## config.mk

```make
export PLATFORM = sky130hd
export DESIGN_NAME = fpdiv_ctrl
export DESIGN_NICKNAME = d
export VERILOG_FILES = /design/src/rtl/fpdiv_ctrl.sv
export SDC_FILE = /design/constraint.sdc
export NUM_CORES = 1
export LEC_CHECK = 0
export CORE_UTILIZATION = 36
export CTS_CLUSTER_SIZE = 10
export DETAILED_ROUTE_END_ITERATION = 7
export PLACE_DENSITY = 0.79
export SLEW_MARGIN = 5
export SYNTH_ARGS = -nofsm -noshare
export SYNTH_HDL_FRONTEND = slang
export SYNTH_SLANG_ARGS = --single-unit
```

## constraint.sdc

```tcl
create_clock -name clock -period 1.37 [get_ports clock]
set_clock_uncertainty 0.1 [all_clocks]
set_input_delay 0.137 -clock clock [delete_from_list [all_inputs] [get_ports clock]]
set_output_delay 0.137 -clock clock [all_outputs]
set_load 0.05 [all_outputs]
```

## src/rtl/fpdiv_ctrl.sv

```systemverilog
// Sequencing controller for the Goldschmidt divider datapath.
// Walks the shared multiplier through initial approximation, the N/D
// iterations and the remainder product, then holds done until ack.
module fpdiv_ctrl #(
  parameter int unsigned ITER = 3
) (
  input  logic       clock,
  input  logic       reset,
  input  logic       start,
  input  logic       rmode_in,
  input  logic       abort,
  input  logic       ack,
  output logic [1:0] sel_muxa,
  output logic [1:0] sel_muxb,
  output logic       enA,
  output logic       enB,
  output logic       enC,
  output logic       enR,
  output logic       rMode,
  output logic       busy,
  output logic       done,
  output logic [2:0] iter
);

  localparam logic [2:0] ITER_L = 3'(ITER);

  typedef enum logic [2:0] {
    S_IDLE,
    S_DIA,
    S_XIA,
    S_NK,
    S_DK,
    S_REM,
    S_DONE
  } state_t;

  state_t     state;
  state_t     state_next;
  logic       rmode_next;
  logic [2:0] iter_next;

  // State, rounding mode and iteration counter registers.
  always_ff @(posedge clock) begin
    if (reset) begin
      state <= S_IDLE;
      rMode <= 1'b0;
      iter  <= '0;
    end else begin
      state <= state_next;
      rMode <= rmode_next;
      iter  <= iter_next;
    end
  end

  // Next-state logic and Moore decode of selects/enables, with abort override.
  always_comb begin
    state_next = state;
    rmode_next = rMode;
    iter_next  = iter;
    sel_muxa   = 2'b00;
    sel_muxb   = 2'b00;
    enA        = 1'b0;
    enB        = 1'b0;
    enC        = 1'b0;
    enR        = 1'b0;
    done       = 1'b0;

    unique case (state)
      S_IDLE: begin
        if (start && !abort) begin
          state_next = S_DIA;
          rmode_next = rmode_in;
          iter_next  = '0;
        end
      end
      S_DIA: begin
        sel_muxa   = 2'b10;
        sel_muxb   = 2'b00;
        enA        = 1'b1;
        enC        = 1'b1;
        state_next = S_XIA;
      end
      S_XIA: begin
        sel_muxa   = 2'b10;
        sel_muxb   = 2'b01;
        enB        = 1'b1;
        state_next = S_NK;
        iter_next  = 3'd1;
      end
      S_NK: begin
        sel_muxa = 2'b00;
        sel_muxb = 2'b10;
        enB      = 1'b1;
        // The last iteration goes straight to REM: D is not needed again.
        if (iter < ITER_L) state_next = S_DK;
        else               state_next = S_REM;
      end
      S_DK: begin
        sel_muxa   = 2'b00;
        sel_muxb   = 2'b11;
        enA        = 1'b1;
        enC        = 1'b1;
        state_next = S_NK;
        iter_next  = iter + 3'd1;
      end
      S_REM: begin
        sel_muxa   = 2'b01;
        sel_muxb   = 2'b10;
        enR        = 1'b1;
        state_next = S_DONE;
        iter_next  = '0;
      end
      S_DONE: begin
        done = 1'b1;
        if (ack) state_next = S_IDLE;
      end
      default: state_next = S_IDLE;
    endcase

    // Abort beats every other transition and blocks writes in its own cycle.
    if (abort && state != S_IDLE) begin
      state_next = S_IDLE;
      iter_next  = '0;
      enA        = 1'b0;
      enB        = 1'b0;
      enC        = 1'b0;
      enR        = 1'b0;
    end
  end

  assign busy = (state != S_IDLE);

endmodule

```

==> key figures, run 1 <==
Placed design
  • Placed insts: 104
  • GPL Wtd Cong: 0.7533
  • Post-DP Area: 947.2 µm²
  • Hpwl dp: 1.041 mm
  • I/O Buffers: 19

Logic synthesis
  • Syn Area/Cell: 7.607 µm²
  • Synth top area cells: dfxtp_1, nand2_1, a21oi_1, nor2_1, buf_6
  • Yosys top cell area share: 29.24%
  • Yosys warning count: 0
  • Cell Area, Synth: 479.2 µm²
  • Post-synth EDFFs: 0
  • Gate Count Post-Synth: 63
  • Post-synthesis async set-or-reset flop share: 0%
  • FF+latch count, synth: 7
  • Distinct cells, synth: 25
  • Synth top cells by count: nand2_1, nor2_1, a21oi_1, dfxtp_1, nor3_1
  • Top-count cell post-synth: nand2_1
  • Seq/Total Area, Yosys: 29.24%
  • Syn_nets: 70
  • Area leader, netlist: dfxtp_1
  • Top_reg_cell synth: dfxtp_1

Die
  • Die height: 38.49 µm
  • Starting density of the core: 40.92%
  • Die width: 38.49 µm
  • Core Rows: 12
  • IO Pins: 20

CTS
  • TritonCTS Buffers: 3
  • Clock root cell: clkbuf_4
  • Clk buf depth: 2
  • Clk sinks: 7
  • Hold_buf cts: 0
  • H-tree Lvls: 1

Global route
  • Initial antenna violation count: 0
  • Largest net degree at the start of global routing: 11

Run status
  • Stopped at: global routing (5_1_grt)
  • Status: did not finish
  • Log Error: [ERROR DPL-0033] detailed placement checks failed during check placement.

Timing
  • Crit. endpoint post-GRT repair: enC
  • Worst EP kind: top-level output
## kinds of logic after synthesis
family                   count (synthesis)  synth area share (%)
flip-flops                               7                 29.24
adder cells (fa/ha/maj)                  1                 2.611
XOR/XNOR                                 3                 5.484
AND/OR/NAND/NOR                         29                 29.50
AO/OA/AOI/OAI                           15                 20.88
multiplexers                             1                 2.350
buffers and inverters                    7                 9.921
## what timing repair did
action / in CTS
buffers inserted: 9
pin swaps: 4
gates resized for setup: 17
setup endpoints to repair: 11
## metrics by stage
step	setup WS, ns	TNS (ns)
after floorplan	-0.2031	-0.4410
after global placement	-0.08027	-0.2598
after CTS	-0.1849	-1.159
after detailed placement	-0.1374	-0.3757
==> inputs of run 2 (changes only) <==
--- a/config.mk
+++ b/config.mk
@@ -5,10 +5,10 @@
 export SDC_FILE = /design/constraint.sdc
 export NUM_CORES = 1
 export LEC_CHECK = 0
-export CORE_UTILIZATION = 36
-export CTS_CLUSTER_SIZE = 10
+export CORE_AREA = 2 2 63 65
 export DETAILED_ROUTE_END_ITERATION = 7
-export PLACE_DENSITY = 0.79
+export DIE_AREA = 0 0 65 67
+export PLACE_DENSITY_LB_ADDON = 0.15
 export SLEW_MARGIN = 5
 export SYNTH_ARGS = -nofsm -noshare
 export SYNTH_HDL_FRONTEND = slang
==> constraint.sdc (replaced) <==
create_clock -name clock -period 1.8 [get_ports clock]
set_clock_uncertainty 0.1 [all_clocks]
set_input_delay 0.18 -clock clock [delete_from_list [all_inputs] [get_ports clock]]
set_output_delay 0.18 -clock clock [all_outputs]
set_load 0.05 [all_outputs]
==> run 2 against run 1 <==
  * The run now ends clean
  * Synthesized cell count unchanged
  * Synthesized area stayed put
==> key figures, run 2 <==
Run status
  • Status: complete, no violations (was did not finish)

Placed design
  • Hpwl dp: 1.262 mm (was 1.041 mm)
  • I/O Buffers: 19 (unchanged)
  • GPL Wtd Cong: 0.6835 (was 0.7533)
  • Placed insts: 132 (was 104)

Worst setup path
  • CP Cell Sequence: nand2b_1 -> a21oi_1 -> buf_12
  • CP arrival: 1.40 ns
  • Crit-path slowest cell: dfxtp_1
  • Type of the worst setup path: reg2out
  • Worst setup SP type: flop
  • WP buf/inv: 1
  • Max Fanout on Critical Path: 8
  • Worst r2r src: state[0]
  • Critical Path End Type: output port
  • R2r worst-path depth: 5
  • Crit path required time: 1.52 ns
  • Capture point of the worst reg-to-reg path: state[1]
  • Largest stage delay on the critical path: 0.52 ns
  • Crit path max-delay family: flip-flops
  • R2r setup slk: 0.26 ns

Routing
  • Post-route ant nets: 0
  • DR iter-0 viols: 11
  • Routed wire length: 1.582 mm
  • WL per Instance: 11.63 µm
  • Pre-antenna DRT Iters: 4
  • Vias per inst: 3.846
  • Vias: 523
  • DRC Markers: 0

Final layout
  • Footprint of the multi-input gates: 301.5 µm²
  • Commonest non-fill, non-tap cells in the layout: buf_4, nand2_1, buf_12
  • Synth-to-layout area growth: 85.38%
  • Finished Layout Cells: 136
  • Diodes inserted: 0
  • Largest regs: iter x3, state x3, rMode x1
  • Filler cells: 402
  • Final net count: 96
  • Register area: 141.4 µm²
  • Layout cell share with drive strength beyond 1: 36.36%
  • Most common cell after layout, fill and taps aside: buf_4

Pwr
  • P_leak: 0.3688 nW
  • Internal power: 0.4717 mW
  • Reg power frac: 25.2%
  • Comb pwr share: 44.3%
  • P_sw: 0.2800 mW
  • Fraction of power spent switching nets: 37.25%
  • Clock share of power: 30.5%
  • Power density cells: 846.1 nW/µm²
  • Max rail drop VDD: 219.3 µV

Logic synthesis
  • Top-count cell post-synth: nand2_1 (unchanged)
  • FF+latch count, synth: 7 (unchanged)
  • Cell Area, Synth: 479.2 µm² (unchanged)
  • Top_reg_cell synth: dfxtp_1 (unchanged)
  • Syn Area/Cell: 7.607 µm² (unchanged)
  • Distinct cells, synth: 25 (unchanged)
  • Yosys top cell area share: 29.24% (unchanged)
  • Seq/Total Area, Yosys: 29.24% (unchanged)
  • Yosys warning count: 0 (unchanged)
  • Post-synth EDFFs: 0 (unchanged)
  • Syn_nets: 70 (unchanged)
  • Gate Count Post-Synth: 63 (unchanged)
  • Synth top area cells: dfxtp_1, nand2_1, a21oi_1, nor2_1, buf_6 (unchanged)
  • Synth top cells by count: nand2_1, nor2_1, a21oi_1, dfxtp_1, nor3_1 (unchanged)
  • Area leader, netlist: dfxtp_1 (unchanged)
  • Post-synthesis async set-or-reset flop share: 0% (unchanged)

CTS
  • TritonCTS Buffers: 3 (unchanged)
  • Clk sinks: 7 (unchanged)
  • Post-cts sizing count: 0 (was 17)
  • Clock root cell: clkbuf_8 (was clkbuf_4)
  • Setup bufs post-CTS: 0 (was 9)
  • CTS tree: done
  • Clk buf depth: 2 (unchanged)
  • Worst skew pair latency: 0.23 ns
  • Hold_buf cts: 0 (unchanged)
  • Reg clk slew, reported paths: 0.04 ns
  • H-tree Lvls: 1 (unchanged)

Timing
  • Final Max Tran Viols: 0
  • Final setup viols: 0
  • Fmax: 595.0 MHz
  • Least-Margin Pin Slew: 0.4005 ns
  • Slew Limit Headroom: 73.15%
  • RSZ-0062 raised after global routing: no
  • Final Hold Viols: 0
  • Setup tns final: 0 ns
  • Final Cycle Share: 93.37%
  • Fin crit period: 1.681 ns

Die
  • IO Pins: 20 (unchanged)
  • Die height: 67 µm (was 38.49 µm)
  • Core Rows: 22 (was 12)
  • Die area: 4355 µm²
  • Die width: 65 µm (was 38.49 µm)
  • Core area: 3606 µm²
  • Starting density of the core: 13.29% (was 40.92%)

Min path
  • Hold Startpoint: rMode
  • WHS Path Cells: 2
  • Hold crit path type: reg2reg
  • Hold Path End: rMode

Global route
  • Initial antenna violation count: 0
  • Total grt overflow: 0
  • Largest net degree at the start of global routing: 9
  • Total global-route track usage: 7.906%
  • Vias in the first global route: 530
  • First-pass GRT wire length: 2.477 mm

Job
  • Maxcap violations: 0
[run 2: tightest hold or removal path, cell delays in order (launching register included)]
cell	delay (ns)
dfxtp_1	0.31
nand2_1	0.05
a21oi_1	0.05
[run 2: power by group through the flow]
stage | registers (mW) | clock network (mW) | logic [mW]
global placement | 0.192 | 0 | 0.336
CTS | 0.189 | 0.235 | 0.336
finish | 0.189 | 0.229 | 0.333
floorplan | 0.193 | 0 | 0.186
global route | 0.192 | 0.241 | 0.355
detailed placement | 0.191 | 0 | 0.336
[run 2: stage by stage]
stage          area [µm²]  worst slack [ns]  hold slack, ns  util (%)  power, mW
2_1_floorplan       489.2           -0.1201          0.1491         -     0.3790
3_3_place_gp        842.1            0.1703          0.3596     23.35     0.5283
3_5_place_dp        842.1            0.1855          0.3668     23.35     0.5268
4_1_cts             887.1           0.06968          0.3726     24.60     0.7596
5_1_grt             888.4           0.02599          0.4179     24.64     0.7884
6_report            888.4            0.1193          0.3637     24.64     0.7517
[run 2: layout make-up]
cell class                 count  share of cell area [%]
tap                           48                   6.761
timing repair buffer          26                   37.46
inverter                       2                  0.8451
clock buffer                   4                   5.070
sequential                     7                   15.92
multi-input combinational     49                   33.94
[run 2: worst max path at each step]
stage / from / end / slack [ns] / depth (start not counted)
after floorplan: state[0] / enC / -0.12 / 4
after CTS: state[0] / enR / 0.07 / 3
after global routing: state[1] / sel_muxb[0] / 0.03 / 3
final: state[1] / sel_muxb[0] / 0.12 / 3
after global placement: state[0] / state[1] / 0.17 / 5
after detailed placement: state[0] / state[1] / 0.19 / 5
[run 2: logic make-up after synthesis]
| kind of cell | count (synthesis) | share of synthesized area, % |
|---|---|---|
| multiplexers | 1 | 2.350 |
| flip-flops | 7 | 29.24 |
| XOR/XNOR | 3 | 5.484 |
| buffers and inverters | 7 | 9.921 |
| AO/OA/AOI/OAI | 15 | 20.88 |
| adder cells (fa/ha/maj) | 1 | 2.611 |
| AND/OR/NAND/NOR | 29 | 29.50 |
[run 2: metal layers]
| layer | global-route usage (%) | share of wire, % | vias up |
|---|---|---|---|
| met5 | 0 | 0 | - |
| met4 | 7.181 | 2.8 | 0 |
| met3 | 1.689 | 5.9 | 4 |
| met2 | 13.53 | 49 | 17 |
| met1 | 8.065 | 43 | 238 |
| li1 | - | - | 264 |
Note: power is estimated with default switching activity, not from simulation.
